--- src/rtl/buffer_wr_ctrl_if.sv ---
// Bundle of framebuffer-writer signals: camera pixel stream, CPU write
// request, clear request, and the registered RAM write port plus status.
//   master : drives camera/CPU/clear inputs, observes RAM port and status
//   slave  : buffer_wr_ctrl side
interface buffer_wr_ctrl_if #(
  parameter int AW = 15,
  parameter int DW = 8
);
  logic          cam_valid;
  logic          cam_sof;
  logic [DW-1:0] cam_data;
  logic          cpu_req;
  logic [AW-1:0] cpu_addr;
  logic [DW-1:0] cpu_data;
  logic          clr_start;
  logic [DW-1:0] clr_color;
  logic [AW-1:0] addr_in;
  logic [DW-1:0] data_in;
  logic          regwrite;
  logic          cpu_ack;
  logic          busy;
  logic          frame_done;
  logic          clr_done;
  logic          overrun;

  modport master (
    output cam_valid, cam_sof, cam_data, cpu_req, cpu_addr, cpu_data,
           clr_start, clr_color,
    input  addr_in, data_in, regwrite, cpu_ack, busy, frame_done,
           clr_done, overrun
  );

  modport slave (
    input  cam_valid, cam_sof, cam_data, cpu_req, cpu_addr, cpu_data,
           clr_start, clr_color,
    output addr_in, data_in, regwrite, cpu_ack, busy, frame_done,
           clr_done, overrun
  );
endinterface

--- src/rtl/buffer_wr_ctrl.sv ---
// Framebuffer write-port arbiter. Camera pixels (never stalled) have
// priority, CPU writes fill idle cycles, and a clear request sweeps the
// whole frame with one colour, during which camera pixels are dropped.
// Ports:
//   clk  : rising-edge clock
//   rst  : synchronous active-high reset
//   bus  : buffer_wr_ctrl_if.slave (camera/CPU/clear inputs, registered
//          RAM write port addr_in/data_in/regwrite, cpu_ack, busy,
//          frame_done, clr_done, sticky overrun)
module buffer_wr_ctrl #(
  parameter int AW   = 15,
  parameter int DW   = 8,
  parameter int NPIX = 19200
) (
  input logic            clk,
  input logic            rst,
  buffer_wr_ctrl_if.slave bus
);

  typedef enum logic {IDLE, CLEAR} state_t;

  localparam logic [AW-1:0] LAST = AW'(NPIX - 1);

  state_t        state, state_d;
  logic [AW-1:0] cam_addr, cam_addr_d;
  logic [AW-1:0] clr_cnt, clr_cnt_d;
  logic [DW-1:0] color, color_d;
  logic [AW-1:0] pix_addr;

  logic [AW-1:0] addr_q, addr_d;
  logic [DW-1:0] data_q, data_d;
  logic          we_q, we_d;
  logic          ack_q, ack_d;
  logic          fd_q, fd_d;
  logic          cd_q, cd_d;
  logic          ovr_q, ovr_d;

  always_ff @(posedge clk) begin
    if (rst) begin
      state    <= IDLE;
      cam_addr <= '0;
      clr_cnt  <= '0;
      color    <= '0;
      addr_q   <= '0;
      data_q   <= '0;
      we_q     <= 1'b0;
      ack_q    <= 1'b0;
      fd_q     <= 1'b0;
      cd_q     <= 1'b0;
      ovr_q    <= 1'b0;
    end else begin
      state    <= state_d;
      cam_addr <= cam_addr_d;
      clr_cnt  <= clr_cnt_d;
      color    <= color_d;
      addr_q   <= addr_d;
      data_q   <= data_d;
      we_q     <= we_d;
      ack_q    <= ack_d;
      fd_q     <= fd_d;
      cd_q     <= cd_d;
      ovr_q    <= ovr_d;
    end
  end

  always_comb begin
    state_d    = state;
    cam_addr_d = cam_addr;
    clr_cnt_d  = clr_cnt;
    color_d    = color;
    addr_d     = addr_q;
    data_d     = data_q;
    we_d       = 1'b0;
    ack_d      = 1'b0;
    fd_d       = 1'b0;
    cd_d       = 1'b0;
    ovr_d      = ovr_q;

    // Camera addressing runs in both states so the stream stays aligned
    // even while its pixels are being dropped during a clear.
    pix_addr = bus.cam_sof ? '0 : cam_addr;
    if (bus.cam_valid) begin
      fd_d       = (pix_addr == LAST);
      cam_addr_d = (pix_addr == LAST) ? '0 : pix_addr + AW'(1);
    end else if (bus.cam_sof) begin
      cam_addr_d = '0;
    end

    case (state)
      IDLE: begin
        if (bus.cam_sof) ovr_d = 1'b0;
        if (bus.cam_valid) begin
          we_d   = 1'b1;
          addr_d = pix_addr;
          data_d = bus.cam_data;
        end else if (bus.cpu_req && !bus.clr_start && !ack_q) begin
          // ack_q blocks the cycle where a held request still shows its
          // previous, already-serviced write.
          we_d   = 1'b1;
          ack_d  = 1'b1;
          addr_d = bus.cpu_addr;
          data_d = bus.cpu_data;
        end
        if (bus.clr_start) begin
          state_d   = CLEAR;
          color_d   = bus.clr_color;
          clr_cnt_d = '0;
        end
      end
      CLEAR: begin
        if (bus.cam_valid) ovr_d = 1'b1;
        we_d   = 1'b1;
        addr_d = clr_cnt;
        data_d = color;
        if (clr_cnt == LAST) begin
          cd_d      = 1'b1;
          state_d   = IDLE;
          clr_cnt_d = '0;
        end else begin
          clr_cnt_d = clr_cnt + AW'(1);
        end
      end
      default: state_d = IDLE;
    endcase
  end

  assign bus.addr_in    = addr_q;
  assign bus.data_in    = data_q;
  assign bus.regwrite   = we_q;
  assign bus.cpu_ack    = ack_q;
  assign bus.busy       = (state == CLEAR);
  assign bus.frame_done = fd_q;
  assign bus.clr_done   = cd_q;
  assign bus.overrun    = ovr_q;

endmodule

--- src/flat_wrapper.sv ---
// flat-port wrapper written by rule: the top's interface ports become plain ports
module buffer_wr_ctrl_flat 
#(
  parameter int AW   = 15,
  parameter int DW   = 8,
  parameter int NPIX = 19200
)
  (clk, rst, bus_cam_valid, bus_cam_sof, bus_cam_data, bus_cpu_req, bus_cpu_addr, bus_cpu_data, bus_clr_start, bus_clr_color, bus_addr_in, bus_data_in, bus_regwrite, bus_cpu_ack, bus_busy, bus_frame_done, bus_clr_done, bus_overrun);
  buffer_wr_ctrl_if #(.AW(AW), .DW(DW)) bus_i ();
  input logic clk;
  input logic rst;
  input wire logic [$bits(bus_i.cam_valid)-1:0] bus_cam_valid;
  input wire logic [$bits(bus_i.cam_sof)-1:0] bus_cam_sof;
  input wire logic [$bits(bus_i.cam_data)-1:0] bus_cam_data;
  input wire logic [$bits(bus_i.cpu_req)-1:0] bus_cpu_req;
  input wire logic [$bits(bus_i.cpu_addr)-1:0] bus_cpu_addr;
  input wire logic [$bits(bus_i.cpu_data)-1:0] bus_cpu_data;
  input wire logic [$bits(bus_i.clr_start)-1:0] bus_clr_start;
  input wire logic [$bits(bus_i.clr_color)-1:0] bus_clr_color;
  output wire logic [$bits(bus_i.addr_in)-1:0] bus_addr_in;
  output wire logic [$bits(bus_i.data_in)-1:0] bus_data_in;
  output wire logic [$bits(bus_i.regwrite)-1:0] bus_regwrite;
  output wire logic [$bits(bus_i.cpu_ack)-1:0] bus_cpu_ack;
  output wire logic [$bits(bus_i.busy)-1:0] bus_busy;
  output wire logic [$bits(bus_i.frame_done)-1:0] bus_frame_done;
  output wire logic [$bits(bus_i.clr_done)-1:0] bus_clr_done;
  output wire logic [$bits(bus_i.overrun)-1:0] bus_overrun;
  assign bus_i.cam_valid = bus_cam_valid;
  assign bus_i.cam_sof = bus_cam_sof;
  assign bus_i.cam_data = bus_cam_data;
  assign bus_i.cpu_req = bus_cpu_req;
  assign bus_i.cpu_addr = bus_cpu_addr;
  assign bus_i.cpu_data = bus_cpu_data;
  assign bus_i.clr_start = bus_clr_start;
  assign bus_i.clr_color = bus_clr_color;
  assign bus_addr_in = bus_i.addr_in;
  assign bus_data_in = bus_i.data_in;
  assign bus_regwrite = bus_i.regwrite;
  assign bus_cpu_ack = bus_i.cpu_ack;
  assign bus_busy = bus_i.busy;
  assign bus_frame_done = bus_i.frame_done;
  assign bus_clr_done = bus_i.clr_done;
  assign bus_overrun = bus_i.overrun;
  buffer_wr_ctrl #(.AW(AW), .DW(DW), .NPIX(NPIX)) u_core (.clk(clk), .rst(rst), .bus(bus_i));
endmodule
--- config.mk ---
export PLATFORM = sky130hd
export DESIGN_NAME = buffer_wr_ctrl_flat
export DESIGN_NICKNAME = d
export VERILOG_FILES = /design/src/rtl/buffer_wr_ctrl_if.sv /design/src/rtl/buffer_wr_ctrl.sv /design/src/flat_wrapper.sv
export SDC_FILE = /design/constraint.sdc
export NUM_CORES = 1
export LEC_CHECK = 0
export CAP_MARGIN = 20
export CORE_MARGIN = 2
export CORE_UTILIZATION = 46
export DETAILED_ROUTE_END_ITERATION = 10
export PLACE_DENSITY = 0.77
export SLEW_MARGIN = 20
export SYNTH_ARGS = -nofsm -noshare
export SYNTH_HDL_FRONTEND = slang
export SYNTH_SLANG_ARGS = --single-unit
--- constraint.sdc ---
create_clock -name clk -period 2.3 [get_ports clk]
set_input_delay 0.575 -clock clk [delete_from_list [all_inputs] [get_ports clk]]
set_output_delay 0.575 -clock clk [all_outputs]
set_load 0.03 [all_outputs]
==> results.ini <==
[power_and_ir_drop]
power_frac_clock_pct = 36.2
pwr-share-comb_pct = 17.5
total_power_w = 0.002679
p_per_area_mw_per_mm2 = 583.4
p_seq_share_pct = 46.3
p_int_w = 0.001940
peakVddDrop_uv = 318.9
p_leak_nw = 1.707
p_sw_share_pct = 27.58
switchingPower_w = 0.0007389

[critical_path]
critPathLaunchType = input pin
path_cells = clkdlybuf4s50_1 -> nor2b_1 -> ha_1 -> nor4bb_1 -> nand4_1 -> o21ai_1 -> buf_4 -> a21oi_1
required_ps = 2530
r2r_end = u_core.clr_cnt[7]
r2r-start = u_core.clr_cnt[13]
path_max_fanout = 7
regToRegSetupSlack_ps = 250
worstSetupEndpointType = flop
worstPathArrival_ps = 2330
worstRegToRegCells = 4
slowest_stage = clkdlybuf4s50_1
cpPeakStageDelay_ps = 440
path_class = input pin to flop

[sta]
worst_slew_pin_slew_ps = 603.2
rsz0062_at_grt = false
skew_ps = 7.340
holdWs_ps = 450.7
tns_ps = 0
relSlewSlack_pct = 59.73
max_clock_freq_mhz = 475.9
hold_viol_final = 0
period_needed_ps = 2101
maxSlewViolCount = 0
setup_viol = 0
fin_crit_sh_pct = 91.36

[run]
max_cap_violations = 0

[clock_network]
cts_hold_buf = 0
cts_root_buffer = clkbuf_8
clk_pin_slew_worst_paths_ps = 70
postCtsSetupBuffers = 0
cts_buffer_depth = 2
ctsResizeCount = 0
clkSinkCount = 67
cts_tree = yes
cts_buffers = 9
h-tree-depth = 3
clock_latency_ps = 350

[worst_hold_path]
min_path_type = flop to flop
holdPathStages = 2
min_to = u_core.bus.addr_in[13]
min_from = u_core.bus.addr_in[13]

[layout]
fin_cells = 598
fin_util_pct = 63.99
nets = 541
layout-drive-gt1-share_pct = 10.62
diodes = 0
syn2layout_area_growth_pct = 36.18
fill_cells = 601

[synth]
ys_ff_latch = 67
synth-edff-count = 0
netlist_instances = 404
yosys_warnings = 0
ys.flop_type = dfxtp_1
synthArstFlopShare_pct = 0
syn_area_per_cell_um2 = 8.346
synthesis.nets = 451
synth.cell_area_mm2 = 0.003372
synth_cell_type_count = 50
yosysSeqAreaShare_pct = 39.78

[die]
initial_core_util_pct = 46.99
core_region_area_mm2 = 0.007176
die_h_um = 89.62
die-area_mm2 = 0.008031
die_w_um = 89.62
ios = 74
fp-row-count = 31

[detailed_routing]
drc = 0
vias = 3414
viasPerCell = 5.709
routedWlPerCell_um = 16.48
first_pass_iters = 5
drt-initial-drc-count = 221
totalWireLength_um = 9853
ant_nets = 0

[global_routing]
gr-total-overflow = 0
grt_pass1_wl_um = 15550
antenna_found_initial = 0
grt_max_degree = 35
grt_pass1_vias = 3179
gr-usage-all-layers_pct = 25.27

[placed_design]
dp_hpwl_um = 7253
dp.cells = 582
port_buffers = 73
place.gp.congestion = 1.006

[outcome]
status = finished clean

[power groups by stage]
stage	clock, W	sequential, W	combinational [W]
global placement	0	0.00127	0.000460
global route	0.00104	0.00125	0.000501
CTS	0.000987	0.00124	0.000469
detailed placement	0	0.00127	0.000467
finish	0.000970	0.00124	0.000468
floorplan	0	0.00132	0.000181
[final cells by class]
type,count,area (um^2),area share [%]
Clock buffer,10,127.6,2.779
Clock inverter,6,66.31,1.444
Inverter,9,33.78,0.7357
Multi-Input combinational cell,303,1901,41.39
Sequential cell,67,1341,29.21
Tap cell,99,123.9,2.698
Timing Repair Buffer,104,998.5,21.74
[critical path: cells and delay by family]
family,cells,cell delay (ps)
compound gates,2,230
simple gates,3,720
buf+inv,2,610
fa+ha+maj,1,200
[how the worst max path moves through the flow]
stage                     cells after the start                  end        start  slack, ps
after detailed placement                      8  u_core.cam_addr[12]  bus_cam_sof       -140
final                                         8  u_core.cam_addr[13]  bus_cam_sof        200
after CTS                                     8   u_core.cam_addr[3]  bus_cam_sof        200
after global placement                        8  u_core.cam_addr[12]  bus_cam_sof        -80
after floorplan                               7   u_core.cam_addr[0]  bus_cam_sof        -10
after global routing                          8  u_core.cam_addr[13]  bus_cam_sof         50
[layout by cell type (no fill, tap or decap), types with 3 or more instances in the layout]
| cell type | Yosys | routed |
|---|---|---|
| a21o_1 | 4 | 4 |
| a21oi_1 | 19 | 19 |
| a221o_1 | 6 | 6 |
| a31oi_1 | 6 | 6 |
| and3_1 | 6 | 6 |
| buf_12 | 0 | 3 |
| buf_4 | 0 | 29 |
| clkbuf_8 | 0 | 9 |
| clkdlybuf4s50_1 | 0 | 72 |
| clkinv_4 | 0 | 3 |
| dfxtp_1 | 67 | 67 |
| inv_1 | 8 | 8 |
| mux2_2 | 3 | 3 |
| mux2i_1 | 21 | 21 |
| nand2_1 | 53 | 53 |
| nand2b_1 | 8 | 8 |
| nand3_1 | 11 | 11 |
| nand3b_1 | 10 | 10 |
| nand4_1 | 12 | 12 |
| nor2_1 | 34 | 34 |
| nor2b_1 | 8 | 8 |
| nor3_1 | 8 | 8 |
| nor3b_1 | 4 | 4 |
| nor4_1 | 4 | 4 |
| o211ai_1 | 20 | 20 |
| o21ai_0 | 7 | 7 |
| o21ai_1 | 6 | 6 |
| o31ai_1 | 5 | 5 |
| or3b_1 | 5 | 5 |
| or4_1 | 6 | 6 |
| xnor2_1 | 9 | 9 |
| xor2_1 | 4 | 4 |
[routing by layer]
| layer | up-vias | GRT usage (%) | wire (um) |
|---|---|---|---|
| met1 | 1602 | 34.82 | 4354 |
| met5 | - | 0 | 0 |
| li1 | 1653 | - | - |
| met2 | 138 | 38.97 | 4593 |
| met3 | 21 | 4.022 | 645 |
| met4 | 0 | 11.40 | 259 |
[per-stage QoR]
step                      cell area (um^2)  setup WS, ps
after detailed placement              4398        -140.3
after CTS                             4592         199.6
after global placement                4398        -76.55
after floorplan                       3372        -13.24
final                                 4592         198.8
after global routing                  4592         52.62
[sequential cells by signal, summed over array words and instances, names as in the netlist]
name and cells:
u_core.bus.addr_in 15, u_core.bus.busy 1, u_core.bus.clr_done 1, u_core.bus.cpu_ack 1, u_core.bus.data_in 8, u_core.bus.frame_done 1, u_core.bus.overrun 1, u_core.bus.regwrite 1
u_core.cam_addr 15, u_core.clr_cnt 15, u_core.color 8
[cell families (layout without fill, tap and decap cells)]
family,after synthesis,in the layout,synth area share (%)
AOI/OAI and AO/OA,83,83,16.55
xor gates and xnor gates,13,13,3.377
adders and majority gates,2,2,0.7420
buffers and inverters,34,129,3.859
DFF,67,67,39.78
muxes,24,24,7.236
and+or+nand+nor,181,181,28.46
[Yosys cell counts (2+ instances only)]
library cell / n / area share [%]
o21ai_1: 6 / 0.89
a21oi_1: 19 / 2.8
nor4_1: 4 / 0.74
nor4bb_1: 2 / 0.59
nor2b_1: 8 / 1.5
clkbuf_1: 23 / 2.6
nand2_1: 53 / 5.9
or4_1: 6 / 1.3
inv_1: 8 / 0.89
or3b_1: 5 / 1.3
nor2_1: 34 / 3.8
xnor2_1: 9 / 2.3
o31ai_1: 5 / 1.1
and3_1: 6 / 1.1
xor2_1: 4 / 1.0
nor3b_1: 4 / 0.89
nand4_1: 12 / 2.2
a221o_1: 6 / 1.8
o21bai_1: 2 / 0.45
mux2_2: 3 / 1.0
dfxtp_1: 67 / 40
o211ai_1: 20 / 4.5
nor3_1: 8 / 1.2
nand3b_1: 10 / 2.2
a31oi_1: 6 / 1.1
ha_1: 2 / 0.74
mux2i_1: 21 / 6.2
o21ai_0: 7 / 1.0
buf_2: 2 / 0.30
nand2b_1: 8 / 1.5
a21o_1: 4 / 0.89
nand4b_1: 2 / 0.52
nand3_1: 11 / 1.6
(Power assumes the default switching activity.)
